## src/rtl/icache_assoc_if.sv

```systemverilog
// Fetch-side and memory-side signal bundle for the set-associative icache.
// The cache uses the slave modport; fetch plus memory together use master.
interface icache_assoc_if #(
  parameter int WORD_SIZE      = 32,
  parameter int WORDS_PER_LINE = 4
);
  logic                                req_valid;
  logic [WORD_SIZE-1:0]                req_addr;
  logic                                flush;
  logic [WORD_SIZE-1:0]                instr;
  logic                                instr_valid;
  logic                                stall;
  logic                                mem_req;
  logic [WORD_SIZE-1:0]                mem_addr;
  logic                                mem_ready;
  logic [WORD_SIZE*WORDS_PER_LINE-1:0] mem_line;

  modport master (
    output req_valid, req_addr, flush, mem_ready, mem_line,
    input  instr, instr_valid, stall, mem_req, mem_addr
  );

  modport slave (
    input  req_valid, req_addr, flush, mem_ready, mem_line,
    output instr, instr_valid, stall, mem_req, mem_addr
  );
endinterface

```

## src/rtl/icache_assoc.sv

```systemverilog
// Parametrised set-associative instruction cache: 1-cycle hits, blocking line
// refill over a level request / pulse-ready handshake, per-set round-robin victims.
module icache_assoc #(
  parameter int                   WORD_SIZE      = 32,
  parameter int                   NUM_SETS       = 4,
  parameter int                   NUM_WAYS       = 2,
  parameter int                   WORDS_PER_LINE = 4,
  parameter logic [WORD_SIZE-1:0] NOP_INSTR      = '0
) (
  input logic           clk,
  input logic           rst,
  icache_assoc_if.slave bus
);
  localparam int OFF_W   = $clog2(WORD_SIZE/8);
  localparam int WSEL_W  = $clog2(WORDS_PER_LINE);
  localparam int WS_IW   = (WSEL_W > 0) ? WSEL_W : 1;
  localparam int SET_W   = $clog2(NUM_SETS);
  localparam int WAY_W   = (NUM_WAYS > 1) ? $clog2(NUM_WAYS) : 1;
  localparam int IDX_LSB = OFF_W + WSEL_W;
  localparam int TAG_W   = WORD_SIZE - IDX_LSB - SET_W;
  localparam int LINE_W  = WORD_SIZE * WORDS_PER_LINE;
  localparam logic [WORD_SIZE-1:0] LINE_MASK = WORD_SIZE'((64'd1 << IDX_LSB) - 64'd1);

  typedef enum logic [1:0] {IDLE, MISS, FLUSH} state_t;
  state_t state_q, state_d;

  logic [NUM_SETS-1:0][NUM_WAYS-1:0] valid_q;
  logic [NUM_SETS-1:0][WAY_W-1:0]    ptr_q;
  logic [TAG_W-1:0]                  tag_q  [NUM_SETS][NUM_WAYS];
  logic [LINE_W-1:0]                 data_q [NUM_SETS][NUM_WAYS];

  logic             flush_pending, flush_any;
  logic [SET_W-1:0] flush_cnt;
  logic [SET_W-1:0] req_set, fill_set;
  logic [TAG_W-1:0] req_tag, fill_tag;
  logic [WS_IW-1:0] req_wsel;
  logic [NUM_WAYS-1:0] way_hit;
  logic             hit, fill, stall_c;
  logic [WORD_SIZE-1:0] hit_word;
  logic [WAY_W-1:0] victim;

  // mem_addr doubles as the latched miss address: set and tag of the fill come from it
  assign req_set  = bus.req_addr[IDX_LSB +: SET_W];
  assign req_tag  = bus.req_addr[WORD_SIZE-1 -: TAG_W];
  assign fill_set = bus.mem_addr[IDX_LSB +: SET_W];
  assign fill_tag = bus.mem_addr[WORD_SIZE-1 -: TAG_W];

  generate
    if (WSEL_W > 0) begin : g_wsel
      assign req_wsel = bus.req_addr[OFF_W +: WSEL_W];
    end else begin : g_no_wsel
      assign req_wsel = '0;
    end
    for (genvar w = 0; w < NUM_WAYS; w++) begin : g_way
      assign way_hit[w] = valid_q[req_set][w] && (tag_q[req_set][w] == req_tag);
    end
  endgenerate

  assign hit       = bus.req_valid && (|way_hit);
  assign flush_any = flush_pending | bus.flush;
  assign fill      = (state_q == MISS) && bus.mem_ready;
  assign bus.stall = rst & stall_c;

  always_comb begin
    hit_word = '0;
    for (int w = 0; w < NUM_WAYS; w++)
      if (way_hit[w]) hit_word = hit_word | data_q[req_set][w][req_wsel*WORD_SIZE +: WORD_SIZE];
  end

  // Descending scan so the lowest invalid way wins; pointer only when the set is full
  always_comb begin
    victim = ptr_q[fill_set];
    for (int w = NUM_WAYS-1; w >= 0; w--)
      if (!valid_q[fill_set][w]) victim = WAY_W'(w);
  end

  always_comb begin
    state_d = state_q;
    stall_c = 1'b0;
    case (state_q)
      IDLE: begin
        if (flush_any) begin
          state_d = FLUSH;
          stall_c = 1'b1;
        end else if (bus.req_valid && !hit) begin
          state_d = MISS;
          stall_c = 1'b1;
        end
      end
      MISS: begin
        stall_c = 1'b1;
        if (bus.mem_ready) state_d = IDLE;
      end
      FLUSH: begin
        stall_c = 1'b1;
        if (flush_cnt == SET_W'(NUM_SETS-1)) state_d = IDLE;
      end
      default: state_d = IDLE;
    endcase
  end

  always_ff @(posedge clk or negedge rst) begin
    if (!rst) begin
      state_q         <= IDLE;
      flush_pending   <= 1'b0;
      flush_cnt       <= '0;
      valid_q         <= '0;
      ptr_q           <= '0;
      bus.instr       <= NOP_INSTR;
      bus.instr_valid <= 1'b0;
      bus.mem_req     <= 1'b0;
      bus.mem_addr    <= '0;
    end else begin
      state_q         <= state_d;
      bus.instr_valid <= 1'b0;
      // a pulse landing on the last flush cycle re-arms another flush
      if (state_q == FLUSH && state_d == IDLE) flush_pending <= bus.flush;
      else if (bus.flush)                      flush_pending <= 1'b1;
      flush_cnt <= (state_q == FLUSH) ? flush_cnt + 1'b1 : '0;
      case (state_q)
        IDLE: if (!flush_any && bus.req_valid) begin
          if (hit) begin
            bus.instr       <= hit_word;
            bus.instr_valid <= 1'b1;
          end else begin
            bus.instr    <= NOP_INSTR;
            bus.mem_req  <= 1'b1;
            bus.mem_addr <= bus.req_addr & ~LINE_MASK;
          end
        end
        MISS: if (bus.mem_ready) begin
          bus.mem_req               <= 1'b0;
          valid_q[fill_set][victim] <= 1'b1;
          ptr_q[fill_set] <= (ptr_q[fill_set] == WAY_W'(NUM_WAYS-1)) ? '0 : ptr_q[fill_set] + 1'b1;
        end
        FLUSH: begin
          valid_q[flush_cnt] <= '0;
          ptr_q[flush_cnt]   <= '0;
        end
        default: ;
      endcase
    end
  end

  always_ff @(posedge clk) begin
    if (fill) begin
      tag_q[fill_set][victim]  <= fill_tag;
      data_q[fill_set][victim] <= bus.mem_line;
    end
  end
endmodule
```

## src/flat_wrapper.sv

```systemverilog
// flat-port wrapper written by rule: the top's interface ports become plain ports
module icache_assoc_flat 
#(
  parameter int                   WORD_SIZE      = 32,
  parameter int                   NUM_SETS       = 4,
  parameter int                   NUM_WAYS       = 2,
  parameter int                   WORDS_PER_LINE = 4,
  parameter logic [WORD_SIZE-1:0] NOP_INSTR      = '0
)
  (clk, rst, bus_req_valid, bus_req_addr, bus_flush, bus_mem_ready, bus_mem_line, bus_instr, bus_instr_valid, bus_stall, bus_mem_req, bus_mem_addr);
  icache_assoc_if #(.WORD_SIZE(WORD_SIZE), .WORDS_PER_LINE(WORDS_PER_LINE)) bus_i ();
  input logic clk;
  input logic rst;
  input wire logic [$bits(bus_i.req_valid)-1:0] bus_req_valid;
  input wire logic [$bits(bus_i.req_addr)-1:0] bus_req_addr;
  input wire logic [$bits(bus_i.flush)-1:0] bus_flush;
  input wire logic [$bits(bus_i.mem_ready)-1:0] bus_mem_ready;
  input wire logic [$bits(bus_i.mem_line)-1:0] bus_mem_line;
  output wire logic [$bits(bus_i.instr)-1:0] bus_instr;
  output wire logic [$bits(bus_i.instr_valid)-1:0] bus_instr_valid;
  output wire logic [$bits(bus_i.stall)-1:0] bus_stall;
  output wire logic [$bits(bus_i.mem_req)-1:0] bus_mem_req;
  output wire logic [$bits(bus_i.mem_addr)-1:0] bus_mem_addr;
  assign bus_i.req_valid = bus_req_valid;
  assign bus_i.req_addr = bus_req_addr;
  assign bus_i.flush = bus_flush;
  assign bus_i.mem_ready = bus_mem_ready;
  assign bus_i.mem_line = bus_mem_line;
  assign bus_instr = bus_i.instr;
  assign bus_instr_valid = bus_i.instr_valid;
  assign bus_stall = bus_i.stall;
  assign bus_mem_req = bus_i.mem_req;
  assign bus_mem_addr = bus_i.mem_addr;
  icache_assoc #(.WORD_SIZE(WORD_SIZE), .NUM_SETS(NUM_SETS), .NUM_WAYS(NUM_WAYS), .WORDS_PER_LINE(WORDS_PER_LINE), .NOP_INSTR(NOP_INSTR)) u_core (.clk(clk), .rst(rst), .bus(bus_i));
endmodule
```

## config.mk

```make
export PLATFORM = sky130hd
export DESIGN_NAME = icache_assoc_flat
export DESIGN_NICKNAME = d
export VERILOG_FILES = /design/src/rtl/icache_assoc_if.sv /design/src/rtl/icache_assoc.sv /design/src/flat_wrapper.sv
export SDC_FILE = /design/constraint.sdc
export NUM_CORES = 1
export LEC_CHECK = 0
export CORE_ASPECT_RATIO = 1.75
export CORE_MARGIN = 3
export CORE_UTILIZATION = 60
export DETAILED_ROUTE_END_ITERATION = 6
export GPL_TIMING_DRIVEN = 0
export PLACE_DENSITY = 0.79
export SLEW_MARGIN = 30
export SYNTH_ARGS = -nofsm -noshare
export SYNTH_HDL_FRONTEND = slang
export SYNTH_SLANG_ARGS = --single-unit
```

## constraint.sdc

```tcl
create_clock -name clk -period 14.5 [get_ports clk]
set_input_delay 2.9 -clock clk [delete_from_list [all_inputs] [get_ports clk]]
set_output_delay 2.9 -clock clk [all_outputs]
set_load 0.01 [all_outputs]
```

==> impl_metrics.tcl <==
set metrics [dict create \
    multi_input_comb_area_sq_um 11200 \
    slew_headroom_pct 25.2 \
    synth_compound_area_share_pct 1.68 \
    synthSimpleGateAreaFrac_pct 1.88 \
    cts_sinks 1311 \
    cp_max_fo 10 \
    die_w_microns 226 \
    grt_antenna_before_repair 24 \
    dpl.cell_count 3639 \
    postCtsHoldBufs 0 \
    fillCellCount 4502 \
    clock_skew_ps 34.7 \
    htreeDepth 3 \
    end_kind "output pin" \
    setup_ws_ps 3420 \
    place_area_sq_um 56500 \
    synthMuxAreaShare_pct 17.3 \
    synth_seq_cells 1311 \
    p_leak_nw 19.6 \
    vdd_drop_max_uv 129 \
    synth-edff-count 1232 \
    area_delta_synth_final_pct 19.0 \
    port_buffers 213 \
    dp_hpwl_mm 89.9 \
    max_freq_ghz 0.0903 \
    synthCells 2261 \
    synth.distinct_cells 60 \
    drtIter0Drc 4245 \
    start_util_pct 60.8 \
    clkLatencyLatePin_ps 730 \
    drive_above_1_share_pct 26.6 \
    cts-root-buf "clkbuf_16" \
    first_pass_iters 6 \
    rows 140 \
    clockBufferDepth 3 \
    slowest_stage "mux4_2" \
    syn_area_per_cell_sq_um 22.5 \
    crit_buf_inv 5 \
    drc 0 \
    cts_buffers 109 \
    place.gp.congestion 0.882 \
    post_cts_resized 0 \
    startpoint_type "input pin" \
    preCtsSetupSlack_ps 3530 \
    crit_type "input pin to output pin" \
    die_h_microns 391 \
    vias_per_cell 7.03 \
    status "finished, final reports clean" \
    worstPathArrival_ps 8180 \
    clkTransAtPathRegs_ps 60 \
    ys_warn_count 0 \
    synth_ff_type "edfxtp_1" \
    final_cells 3864 \
    rsz0062_at_grt "no" \
    synth_xor_area_share_pct 0.862 \
    die_area_sq_um 88300 \
    ant_nets 0 \
    hold_viol_final 0 \
    worst_slew_pin_slew_ps 1120 \
    grtUsageTotal_pct 33.1 \
    fp.coreArea_sq_um 83600 \
    synthAdderAreaFrac_pct 0.197 \
    cts_setup_buffers 0 \
    synth_top_family_by_area "multiplexers" \
    overflow 0 \
    hold_path_class "register to register" \
    cpPeakStageDelay_ps 600 \
    slew_viol_final 0 \
    num_io_pins 232 \
    report.final.setup_viol 0 \
    finalCritPeriodShare_pct 76.4 \
    maxCapViolCount 0 \
    wire_per_inst_microns 37.0 \
    grt_start_max_net_pins 51 \
    ys_seq_area_share_pct 76.7 \
    required_ps 11600 \
    finalInstanceArea_sq_um 60500 \
    finalNetCount 2858 \
    routed_wl_mm 143 \
    seq_area_sq_um 39000 \
    path_cells "clkdlybuf4s50_1 -> buf_2 -> buf_2 -> mux4_2 -> xnor2_1 -> nand4_1 -> nor4b_4 -> buf_4 -> nand3_2 -> nand3_1 -> a21boi_0 -> o211a_1 -> clkdlybuf4s50_1" \
    vias 27200 \
    tritoncts "yes" \
    async_reset_ff_share_pct 6.03 \
    p_per_area_nw_per_um2 141 \
    layout_min_cycle_time_ps 11080 \
    synth_area_sq_um 50800 \
    grt_pass1_wl_mm 203 \
    p_total_w 0.00853 \
    crit_family "buffers and inverters" \
    first_global_vias 28200 \
]
==> cell type report <==
type                       count  share of cell area (%)
sequential                  1311                    64.5
multi-input combinational    801                    18.6
timing repair buffer         310                    6.99
clock buffer                 151                    5.07
tap                         1065                    2.20
clock inverter                57                    1.42
buffer                       125                    1.06
inverter                      27                   0.168
antenna                       17                  0.0704
==> state kept, by name (all words and copies together) (netlist names) <==
register	cells
u_core.valid_q	8
u_core.ptr_q	4
u_core.bus.instr	32
u_core.bus.mem_req	1
u_core.bus.mem_addr	28
u_core.data_q	1024
u_core.flush_pending	1
u_core.tag_q	208
u_core.bus.instr_valid	1
u_core.state_q	2
u_core.flush_cnt	2
==> per-stage QoR <==
step / TNS [ps] / utilization (%) / hold slack [ps]
2_1_floorplan: 0 / - / 450
3_3_place_gp: -2591740 / 65.0 / 468
3_5_place_dp: 0 / 67.6 / 498
4_1_cts: 0 / 72.3 / 509
5_1_grt: 0 / 72.3 / 517
6_report: 0 / 72.4 / 500
==> synth_stat cells (all sizes together) (3+ instances only) <==
cell type	instances	share of area, %
nor2	54	0.40
nand3	8	0.089
mux4	344	15
edfxtp	1232	73
a31oi	35	0.43
nor2b	3	0.037
nand2	29	0.21
a21oi	15	0.15
mux2i	58	1.1
inv	27	0.20
o221ai	8	0.14
a2111oi	3	0.089
dfrtp	79	3.9
xnor2	36	0.62
xor2	14	0.24
and2	3	0.037
a221oi	4	0.069
buf	56	0.68
ha	8	0.20
a22o	4	0.069
clkbuf	69	0.51
o21ai	21	0.21
o2bb2ai	3	0.052
mux2	30	0.88
o21a	5	0.074
nor3	10	0.11
o211ai	4	0.059
nand4	33	0.41
or4	3	0.044
and3	3	0.037
nand2b	33	0.41
==> kinds of logic after synthesis <==
family          Yosys count
fa+ha+maj                 8
mux                     432
other cells               1
compound gates          122
flops                  1311
xor+xnor                 50
buf+inv                 152
simple gates            185
==> worst paths after layout <==
path	slack [ps]	depth (start not counted)	endpoint	startpoint
max	3420	13	bus_stall	bus_req_addr[4]
min	500	1	u_core.flush_cnt[0]	u_core.flush_cnt[0]
max reg2reg	10130	10	u_core.bus.mem_addr[28]	u_core.tag_q[2][31]
min reg2reg	500	1	u_core.flush_cnt[0]	u_core.flush_cnt[0]
max in group asynchronous	11710	2	u_core.bus.instr[28]	rst
min in group asynchronous	2110	1	u_core.bus.mem_addr[25]	rst
==> metal layers <==
metal	track usage [%]	vias to the layer above	part of all wire, %
met4	18.7	20	6.6
met3	7.88	554	10
met2	55.1	2239	51
met5	0	-	0.11
li1	-	10400	-
met1	40.2	14000	32
==> cells in the final DEF (no fill, tap or decap), types with 7 or more instances in the layout <==
cell	count
o221ai_1	8
clkinv_2	17
buf_6	32
nand2b_1	33
bufinv_16	19
dfrtp_1	79
a21oi_1	15
nand2_1	29
buf_4	8
ha_1	8
buf_8	10
buf_2	38
a31oi_1	35
buf_16	58
xor2_1	14
nor2_1	48
clkbuf_16	111
nand3_1	7
nand4_1	33
edfxtp_1	1232
clkbuf_8	14
clkdlybuf4s50_1	212
clkbuf_2	26
xnor2_1	36
diode_2	17
mux2i_1	58
mux4_2	344
inv_1	27
clkbuf_1	69
mux2_4	29
nor3_1	7
o21ai_0	19
==> power breakdown <==
part           total (W)  switching (W)  internal (W)
Combinational   0.000834       0.000423      0.000412
Sequential       0.00450       0.000171       0.00433
Clock            0.00320        0.00137       0.00183
Total            0.00853        0.00196       0.00657
(Power assumes the default switching activity.)
